File: src/rtl/rs_alu_bank_if.sv
// rs_alu_bank_if
//   Issue port, snooped CDB input, CDB output handshake and status outputs of
//   the integer-ALU reservation-station bank, bundled into one interface.
//
//   Issue port     : issue, opcode[2:0], A, B, A_invalid, B_invalid
//   CDB snoop in   : cdb_write_in, cdb_source_in, cdb_data_in
//   CDB handshake  : cdb_xmit (grant in), cdb_rts, cdb_write, cdb_source, cdb_data
//   Status         : available, issued, rs_executing, error
//
//   slave  modport : the bank (consumes issue/snoop/grant, drives everything else)
//   master modport : the issuing / arbitrating environment
interface rs_alu_bank_if #(
   parameter int DATA_W = 32,
   parameter int TAG_W  = 6
);
   logic              issue;
   logic [2:0]        opcode;
   logic [DATA_W-1:0] A;
   logic [DATA_W-1:0] B;
   logic              A_invalid;
   logic              B_invalid;

   logic              cdb_write_in;
   logic [TAG_W-1:0]  cdb_source_in;
   logic [DATA_W-1:0] cdb_data_in;
   logic              cdb_xmit;

   logic              cdb_rts;
   logic              cdb_write;
   logic [TAG_W-1:0]  cdb_source;
   logic [DATA_W-1:0] cdb_data;
   logic              available;
   logic [TAG_W-1:0]  issued;
   logic [TAG_W-1:0]  rs_executing;
   logic              error;

   modport slave (
      input  issue, opcode, A, B, A_invalid, B_invalid,
      input  cdb_write_in, cdb_source_in, cdb_data_in, cdb_xmit,
      output cdb_rts, cdb_write, cdb_source, cdb_data,
      output available, issued, rs_executing, error
   );

   modport master (
      output issue, opcode, A, B, A_invalid, B_invalid,
      output cdb_write_in, cdb_source_in, cdb_data_in, cdb_xmit,
      input  cdb_rts, cdb_write, cdb_source, cdb_data,
      input  available, issued, rs_executing, error
   );
endinterface

File: src/rtl/rs_alu_bank.sv
// rs_alu_bank
//   Integer-ALU reservation-station bank for a Tomasulo datapath. NUM_RS
//   stations hold issued operations, capture missing operands from the CDB,
//   and are dispatched one at a time (round-robin from ptr) into a single
//   LATENCY-cycle ALU whose result is broadcast under an rts/xmit handshake.
//
//   Ports:
//     clock  : sole clock, all state on the rising edge
//     reset  : synchronous, active-high
//     bus    : rs_alu_bank_if.slave (issue port, CDB snoop, CDB output, status)
//
//   Parameters: DATA_W, TAG_W, NUM_RS (2..8), BASE_TAG (tag of station 0),
//               LATENCY (>=1, cycles from dispatch to result ready).
//
//   Optional feature macro: RS_ISSUE_BYPASS_EN
//     defined   : an invalid operand whose tag is being broadcast on the issue
//                 edge is captured directly from cdb_data_in.
//     undefined : such an issue is refused silently (issued=0, error=0) and
//                 the issuer retries.
module rs_alu_bank #(
   parameter int DATA_W   = 32,
   parameter int TAG_W    = 6,
   parameter int NUM_RS   = 3,
   parameter int BASE_TAG = 1,
   parameter int LATENCY  = 2
) (
   input logic          clock,
   input logic          reset,
   rs_alu_bank_if.slave bus
);
   localparam int IDX_W = (NUM_RS > 1) ? $clog2(NUM_RS) : 1;
   localparam int CNT_W = (LATENCY > 1) ? $clog2(LATENCY) : 1;

   typedef enum logic [1:0] {S_IDLE, S_EXEC, S_DONE} state_t;

   // station storage
   logic [NUM_RS-1:0] busy_q, busy_d;
   logic [2:0]        op_q [NUM_RS];
   logic [2:0]        op_d [NUM_RS];
   logic [TAG_W-1:0]  qj_q [NUM_RS];
   logic [TAG_W-1:0]  qj_d [NUM_RS];
   logic [TAG_W-1:0]  qk_q [NUM_RS];
   logic [TAG_W-1:0]  qk_d [NUM_RS];
   logic [DATA_W-1:0] vj_q [NUM_RS];
   logic [DATA_W-1:0] vj_d [NUM_RS];
   logic [DATA_W-1:0] vk_q [NUM_RS];
   logic [DATA_W-1:0] vk_d [NUM_RS];

   // dispatch / execute state
   state_t            state_q, state_d;
   logic [IDX_W-1:0]  ptr_q, ptr_d;
   logic [IDX_W-1:0]  ex_idx_q, ex_idx_d;
   logic [CNT_W-1:0]  cnt_q, cnt_d;
   logic [2:0]        ex_op_q, ex_op_d;
   logic [DATA_W-1:0] ex_a_q, ex_a_d;
   logic [DATA_W-1:0] ex_b_q, ex_b_d;
   logic [DATA_W-1:0] res_q, res_d;

   // registered status pulses
   logic [TAG_W-1:0]  issued_q, issued_d;
   logic              error_q, error_d;

   // selection / issue decode
   logic [NUM_RS-1:0] ready;
   logic              free_found, rdy_found;
   logic [IDX_W-1:0]  free_idx, rdy_idx;
   logic              illegal_op, a_hit, b_hit, a_byp, b_byp;
   logic              issue_hold, issue_ok, issue_err;
   logic              ex_last, grant;

   function automatic logic [TAG_W-1:0] tag_of(input logic [IDX_W-1:0] idx);
      return TAG_W'(BASE_TAG + int'(idx));
   endfunction

   // Station index 'off' positions after 'base', wrapping at NUM_RS.
   function automatic logic [IDX_W-1:0] rr_idx(input logic [IDX_W-1:0] base, input int off);
      int s;
      s = int'(base) + off;
      if (s >= NUM_RS) s = s - NUM_RS;
      return IDX_W'(s);
   endfunction

   function automatic logic [DATA_W-1:0] alu_f(input logic [2:0] op,
                                               input logic [DATA_W-1:0] a,
                                               input logic [DATA_W-1:0] b);
      logic [DATA_W-1:0] r;
      case (op)
         3'b000:  r = a + b;
         3'b001:  r = a - b;
         3'b100:  r = a | b;
         3'b101:  r = a & b;
         3'b110:  r = ~a;
         3'b111:  r = a ^ b;
         default: r = '0;
      endcase
      return r;
   endfunction

   always_comb begin
      for (int i = 0; i < NUM_RS; i++)
         ready[i] = busy_q[i] && (qj_q[i] == '0) && (qk_q[i] == '0);
   end

   // Round-robin search from ptr for both the issue target and the dispatch candidate.
   always_comb begin
      free_found = 1'b0;
      free_idx   = '0;
      rdy_found  = 1'b0;
      rdy_idx    = '0;
      for (int i = 0; i < NUM_RS; i++) begin
         if (!free_found && !busy_q[rr_idx(ptr_q, i)]) begin
            free_found = 1'b1;
            free_idx   = rr_idx(ptr_q, i);
         end
         if (!rdy_found && ready[rr_idx(ptr_q, i)]) begin
            rdy_found = 1'b1;
            rdy_idx   = rr_idx(ptr_q, i);
         end
      end
   end

   // A new station is not yet busy, so the same-edge snoop cannot reach it;
   // an operand whose producer is broadcasting right now needs special handling.
   assign illegal_op = (bus.opcode == 3'b010) || (bus.opcode == 3'b011);
   assign a_hit = bus.cdb_write_in && (bus.cdb_source_in != '0) && bus.A_invalid &&
                  (bus.A[TAG_W-1:0] == bus.cdb_source_in);
   assign b_hit = bus.cdb_write_in && (bus.cdb_source_in != '0) && bus.B_invalid &&
                  (bus.B[TAG_W-1:0] == bus.cdb_source_in);

`ifdef RS_ISSUE_BYPASS_EN
   assign issue_hold = 1'b0;
   assign a_byp      = a_hit;
   assign b_byp      = b_hit;
`else
   assign issue_hold = a_hit || b_hit;
   assign a_byp      = 1'b0;
   assign b_byp      = 1'b0;
`endif

   assign issue_err = bus.issue && (illegal_op || !free_found);
   assign issue_ok  = bus.issue && !illegal_op && free_found && !issue_hold;
   assign ex_last   = (cnt_q == CNT_W'(LATENCY - 1));
   assign grant     = (state_q == S_DONE) && bus.cdb_xmit;

   // station next state: snoop, free on grant, then load the issued station
   always_comb begin
      busy_d = busy_q;
      op_d   = op_q;
      qj_d   = qj_q;
      qk_d   = qk_q;
      vj_d   = vj_q;
      vk_d   = vk_q;

      if (bus.cdb_write_in && (bus.cdb_source_in != '0)) begin
         for (int i = 0; i < NUM_RS; i++) begin
            if (busy_q[i] && (qj_q[i] == bus.cdb_source_in)) begin
               vj_d[i] = bus.cdb_data_in;
               qj_d[i] = '0;
            end
            if (busy_q[i] && (qk_q[i] == bus.cdb_source_in)) begin
               vk_d[i] = bus.cdb_data_in;
               qk_d[i] = '0;
            end
         end
      end

      if (grant) busy_d[ex_idx_q] = 1'b0;

      if (issue_ok) begin
         busy_d[free_idx] = 1'b1;
         op_d[free_idx]   = bus.opcode;
         qj_d[free_idx]   = (bus.A_invalid && !a_byp) ? bus.A[TAG_W-1:0] : '0;
         vj_d[free_idx]   = a_byp ? bus.cdb_data_in : bus.A;
         qk_d[free_idx]   = (bus.B_invalid && !b_byp) ? bus.B[TAG_W-1:0] : '0;
         vk_d[free_idx]   = b_byp ? bus.cdb_data_in : bus.B;
      end

      issued_d = issue_ok ? tag_of(free_idx) : '0;
      error_d  = issue_err;
   end

   // dispatch FSM: next state
   always_comb begin
      state_d = state_q;
      case (state_q)
         S_IDLE:  if (rdy_found) state_d = S_EXEC;
         S_EXEC:  if (ex_last) state_d = S_DONE;
         S_DONE:  if (bus.cdb_xmit) state_d = S_IDLE;
         default: state_d = S_IDLE;
      endcase
   end

   // execute datapath next state
   always_comb begin
      ptr_d    = ptr_q;
      ex_idx_d = ex_idx_q;
      cnt_d    = cnt_q;
      ex_op_d  = ex_op_q;
      ex_a_d   = ex_a_q;
      ex_b_d   = ex_b_q;
      res_d    = res_q;
      case (state_q)
         S_IDLE: begin
            if (rdy_found) begin
               ex_idx_d = rdy_idx;
               ex_op_d  = op_q[rdy_idx];
               ex_a_d   = vj_q[rdy_idx];
               ex_b_d   = vk_q[rdy_idx];
               cnt_d    = '0;
            end
         end
         S_EXEC: begin
            cnt_d = cnt_q + 1'b1;
            if (ex_last) res_d = alu_f(ex_op_q, ex_a_q, ex_b_q);
         end
         S_DONE: begin
            if (bus.cdb_xmit) ptr_d = rr_idx(ex_idx_q, 1);
         end
         default: ;
      endcase
   end

   // control registers
   always_ff @(posedge clock) begin
      if (reset) begin
         state_q  <= S_IDLE;
         busy_q   <= '0;
         ptr_q    <= '0;
         ex_idx_q <= '0;
         cnt_q    <= '0;
         issued_q <= '0;
         error_q  <= 1'b0;
         for (int i = 0; i < NUM_RS; i++) begin
            qj_q[i] <= '0;
            qk_q[i] <= '0;
         end
      end else begin
         state_q  <= state_d;
         busy_q   <= busy_d;
         ptr_q    <= ptr_d;
         ex_idx_q <= ex_idx_d;
         cnt_q    <= cnt_d;
         issued_q <= issued_d;
         error_q  <= error_d;
         qj_q     <= qj_d;
         qk_q     <= qk_d;
      end
   end

   // data registers: only ever observed behind busy/state qualifiers
   always_ff @(posedge clock) begin
      op_q    <= op_d;
      vj_q    <= vj_d;
      vk_q    <= vk_d;
      ex_op_q <= ex_op_d;
      ex_a_q  <= ex_a_d;
      ex_b_q  <= ex_b_d;
      res_q   <= res_d;
   end

   // dispatch FSM: outputs
   always_comb begin
      bus.cdb_rts      = (state_q == S_DONE);
      bus.cdb_write    = grant;
      bus.cdb_source   = grant ? tag_of(ex_idx_q) : '0;
      bus.cdb_data     = grant ? res_q : '0;
      bus.rs_executing = (state_q != S_IDLE) ? tag_of(ex_idx_q) : '0;
      bus.available    = ~&busy_q;
      bus.issued       = issued_q;
      bus.error        = error_q;
   end
endmodule

File: src/flat_wrapper.sv
// flat-port wrapper written by rule: the top's interface ports become plain ports
module rs_alu_bank_flat 
#(
   parameter int DATA_W   = 32,
   parameter int TAG_W    = 6,
   parameter int NUM_RS   = 3,
   parameter int BASE_TAG = 1,
   parameter int LATENCY  = 2
)
  (clock, reset, bus_issue, bus_opcode, bus_A, bus_B, bus_A_invalid, bus_B_invalid, bus_cdb_write_in, bus_cdb_source_in, bus_cdb_data_in, bus_cdb_xmit, bus_cdb_rts, bus_cdb_write, bus_cdb_source, bus_cdb_data, bus_available, bus_issued, bus_rs_executing, bus_error);
  rs_alu_bank_if #(.DATA_W(DATA_W), .TAG_W(TAG_W)) bus_i ();
  input logic clock;
  input logic reset;
  input wire logic [$bits(bus_i.issue)-1:0] bus_issue;
  input wire logic [$bits(bus_i.opcode)-1:0] bus_opcode;
  input wire logic [$bits(bus_i.A)-1:0] bus_A;
  input wire logic [$bits(bus_i.B)-1:0] bus_B;
  input wire logic [$bits(bus_i.A_invalid)-1:0] bus_A_invalid;
  input wire logic [$bits(bus_i.B_invalid)-1:0] bus_B_invalid;
  input wire logic [$bits(bus_i.cdb_write_in)-1:0] bus_cdb_write_in;
  input wire logic [$bits(bus_i.cdb_source_in)-1:0] bus_cdb_source_in;
  input wire logic [$bits(bus_i.cdb_data_in)-1:0] bus_cdb_data_in;
  input wire logic [$bits(bus_i.cdb_xmit)-1:0] bus_cdb_xmit;
  output wire logic [$bits(bus_i.cdb_rts)-1:0] bus_cdb_rts;
  output wire logic [$bits(bus_i.cdb_write)-1:0] bus_cdb_write;
  output wire logic [$bits(bus_i.cdb_source)-1:0] bus_cdb_source;
  output wire logic [$bits(bus_i.cdb_data)-1:0] bus_cdb_data;
  output wire logic [$bits(bus_i.available)-1:0] bus_available;
  output wire logic [$bits(bus_i.issued)-1:0] bus_issued;
  output wire logic [$bits(bus_i.rs_executing)-1:0] bus_rs_executing;
  output wire logic [$bits(bus_i.error)-1:0] bus_error;
  assign bus_i.issue = bus_issue;
  assign bus_i.opcode = bus_opcode;
  assign bus_i.A = bus_A;
  assign bus_i.B = bus_B;
  assign bus_i.A_invalid = bus_A_invalid;
  assign bus_i.B_invalid = bus_B_invalid;
  assign bus_i.cdb_write_in = bus_cdb_write_in;
  assign bus_i.cdb_source_in = bus_cdb_source_in;
  assign bus_i.cdb_data_in = bus_cdb_data_in;
  assign bus_i.cdb_xmit = bus_cdb_xmit;
  assign bus_cdb_rts = bus_i.cdb_rts;
  assign bus_cdb_write = bus_i.cdb_write;
  assign bus_cdb_source = bus_i.cdb_source;
  assign bus_cdb_data = bus_i.cdb_data;
  assign bus_available = bus_i.available;
  assign bus_issued = bus_i.issued;
  assign bus_rs_executing = bus_i.rs_executing;
  assign bus_error = bus_i.error;
  rs_alu_bank #(.DATA_W(DATA_W), .TAG_W(TAG_W), .NUM_RS(NUM_RS), .BASE_TAG(BASE_TAG), .LATENCY(LATENCY)) u_core (.clock(clock), .reset(reset), .bus(bus_i));
endmodule
File: config.mk
export PLATFORM = sky130hd
export DESIGN_NAME = rs_alu_bank_flat
export DESIGN_NICKNAME = d
export VERILOG_FILES = /design/src/rtl/rs_alu_bank_if.sv /design/src/rtl/rs_alu_bank.sv /design/src/flat_wrapper.sv
export SDC_FILE = /design/constraint.sdc
export NUM_CORES = 1
export LEC_CHECK = 0
export ABC_AREA = 1
export BUFFER_PORTS_ARGS = -buffer_cell sky130_fd_sc_hd__buf_2
export CORE_MARGIN = 4
export CORE_UTILIZATION = 50
export CTS_CLUSTER_SIZE = 30
export DETAILED_ROUTE_END_ITERATION = 7
export HOLD_SLACK_MARGIN = 0.08
export PLACE_DENSITY = 0.68
export SLEW_MARGIN = 20
export SYNTH_ARGS = -nofsm -noshare
export SYNTH_HDL_FRONTEND = slang
export SYNTH_SLANG_ARGS = --single-unit
File: constraint.sdc
create_clock -name clock -period 8.67 [get_ports clock]
set_input_delay 1.3005 -clock clock [delete_from_list [all_inputs] [get_ports clock]]
set_output_delay 1.3005 -clock clock [all_outputs]
set_load 0.1 [all_outputs]
==> flow_summary.yaml <==
global_route:
  overflow: 0
  grt.total_usage: 0.289
  grt_pass1_vias: 19900
  grt_max_degree: 100
  antenna_found_initial: 1
  grt_pass1_wl_um: 111000
power_and_ir_drop:
  p_per_area_nw_per_um2: 266
  combinationalPowerShare: 0.350
  clkPwrFrac: 0.265
  power_leakage_uw: 0.0119
  p_seq_frac: 0.384
  finalPower_uw: 6510
  switching_share: 0.379
  p_int_uw: 4050
  vdd.ir_drop.worst_uv: 148
  switchingPower_uw: 2470
synth:
  synthAdderAreaFrac: 0.0600
  synth_edf_count: 108
  synth-seq-area-share: 0.361
  synth_top_area_cell: "dfxtp_1"
  ys_types: 56
  ys_seq_elements: 350
  synthMuxAreaShare: 0
  synth_xor_area_frac: 0.0191
  synth_ff_type: "dfxtp_1"
  async_reset_ff_frac: 0
  synth_area_um2: 22400
  ys_warn_count: 0
  synth_top_family_by_area: "simple AND/OR/NAND/NOR gates"
  synth-simple-area-share: 0.278
  synth_common_cells: "nand2_1 (970), inv_1 (463), o21ai_0 (327)"
  yosys.cell_count.top_type: "nand2_1"
  synth_top_area_frac: 0.216
  netlist_instances: 3313
  synth_compound_area_frac: 0.156
  postSynthAreaPerCell_um2: 6.77
  synth_area_leaders: "dfxtp_1 (22%), nand2_1 (16%), edfxtp_1 (14%), inv_1 (7.7%), o21ai_0 (7.3%)"
floorplanning:
  die_h_um: 220
  io_pins: 166
  initial_core_util: 0.506
  die_area_um2: 48300
  core_area_um2: 44300
  num_rows: 77
  die_x_um: 220
place:
  placed_area_um2: 23200
  hpwl_um: 49100
  gp_congestion: 0.965
  io_buffer_count: 156
  place_ws_ns: 4.07
cts:
  ctsHoldBuffers: 0
  cts_htree_levels: 2
  clock-sinks: 350
  clock-root-buffer: "clkbuf_16"
  clk_latency_ns: 0.59
  cts_buffers: 40
  post_cts_resized: 0
  cts_tree: "yes"
  postCtsSetupBuffers: 0
  clkSlewWorstSetupHoldPaths_ns: 0.06
  clockBufferDepth: 3
critical_path:
  crit_required_ns: 8.98
  path_class: "flip-flop to flip-flop"
  cp-end-kind: "flip-flop"
  worst-path-max-fanout: 19
  worstSetupStartpointType: "flip-flop"
  cp_data_arrival_time_ns: 4.96
routing:
  wl_per_cell_um: 18.0
  vias_per_cell: 5.49
  first_iter_violations: 2222
  drc: 0
  routed_wl_um: 71700
  antenna_left: 0
  drt_first_pass_iters: 5
  vias: 21900
worst_hold_path:
  hold_path_class: "flip-flop to flip-flop"
cells_and_area:
  area.growth.synth_to_final_pct: 9.32
  layout-drive-gt1-share: 0.0857
  nNetsFinal: 3582
  post-route-util: 0.553
  post-route-cell-area_um2: 24500
sta:
  maxSlewHeadroom: 0.322
  timing.fmax_mhz: 215
  final_max_slew_viol_count: 0
  hold_viol_final: 0
  finalClockSkew_ns: 0.0290
  worstMarginPinSlew_ns: 1.01
  fin_crit_ns: 4.64
  fin_setup_tns_ns: 0
  rsz0062_at_grt: "false"
  timing.final.ws_setup_ns: 4.03
  fin_crit_sh: 0.536
  setup_viol: 0
flow_run:
  maxCapViolations: 0
outcome:
  status: "completed"
## registers in the layout (all words and copies together) (netlist names), 9 cells and up
signal,count
u_core.op_q,9
u_core.qk_q,18
u_core.res_q,32
u_core.vk_q,96
u_core.ex_b_q,32
u_core.qj_q,18
u_core.ex_a_q,32
u_core.vj_q,96
## layout make-up
class | count | area, um2
clock buffers | 58 | 1130
flip-flops and latches | 350 | 8090
clock inverters | 16 | 209
multi-input cells | 2318 | 11600
repair buffers | 178 | 953
inverters | 475 | 1790
well taps | 592 | 741
fillers | 4354 | 19800
diodes | 1 | 2.50
## layer usage
metal  vias to the layer above  share of wire  track usage
met3                       117          0.089       0.0563
met1                     10100           0.44        0.410
met2                       943           0.44        0.452
li1                      10700              -            -
met4                         0          0.026       0.0812
met5                         -              0            0
## placed cells by master, fill, tap and decap left out, types with 6 or more instances in the layout
cell type    n
dfxtp_1    242
clkbuf_16   42
conb_1       9
nor3_1      26
buf_2      156
o21ai_2     12
o22ai_1      7
ha_1       106
nand2_1    969
xor2_1      43
buf_4       20
clkbuf_1    14
inv_2        8
edfxtp_1   108
nand2_2      6
o21ai_0    327
nand4_1     23
o21bai_1     6
xnor2_1      6
nand3_1    251
nor2_1     196
a21oi_1    113
inv_1      462
a221oi_1    29
o21ai_1    112
o31ai_1      7
## final timing paths
path	start	endpoint	slack (ns)	cells past startpoint
worst min-delay path	u_core.ptr_q[1]	u_core.ptr_q[1]	0.50	2
worst min register to register	u_core.ptr_q[1]	u_core.ptr_q[1]	0.50	2
worst max-delay path	u_core.ex_op_q[0]	u_core.res_q[24]	4.03	15
worst max register to register	u_core.ex_op_q[0]	u_core.res_q[24]	4.03	15
## cell families after synthesis
logic type                 Yosys count
adders and majority gates          107
and+or+nand+nor                   1510
AOI/OAI and AO/OA                  643
DFF                                350
xor gates and xnor gates            49
buffers and inverters              653
other                                1
## critical path, stage by stage, from the launching register on
cell	delay [ns]
edfxtp_1	0.45
inv_1	0.12
nor2_1	0.06
nand2_1	0.52
clkinv_1	0.73
or2_2	0.51
xor2_1	0.13
inv_1	0.06
ha_1	0.31
o21ai_0	0.42
o21ai_0	0.36
nand3_1	0.16
nand3_1	0.10
or2_2	0.29
nand3_1	0.08
nand2_1	0.07
## per-stage QoR
step,instances,hold slack (ns)
2_1_floorplan,3321,0.462
3_3_place_gp,3912,0.481
3_5_place_dp,3913,0.491
4_1_cts,3987,0.500
5_1_grt,3988,0.528
6_report,3988,0.497
## power by group through the flow
stage               Clock [uW]  Combinational [uW]  Sequential (uW)
floorplan                    0                1720             2440
global placement             0                2170             2510
global route              1830                2610             2540
CTS                       1760                2250             2490
detailed placement           0                2230             2530
finish                    1730                2280             2500
Power figures use the tool's default switching activity.
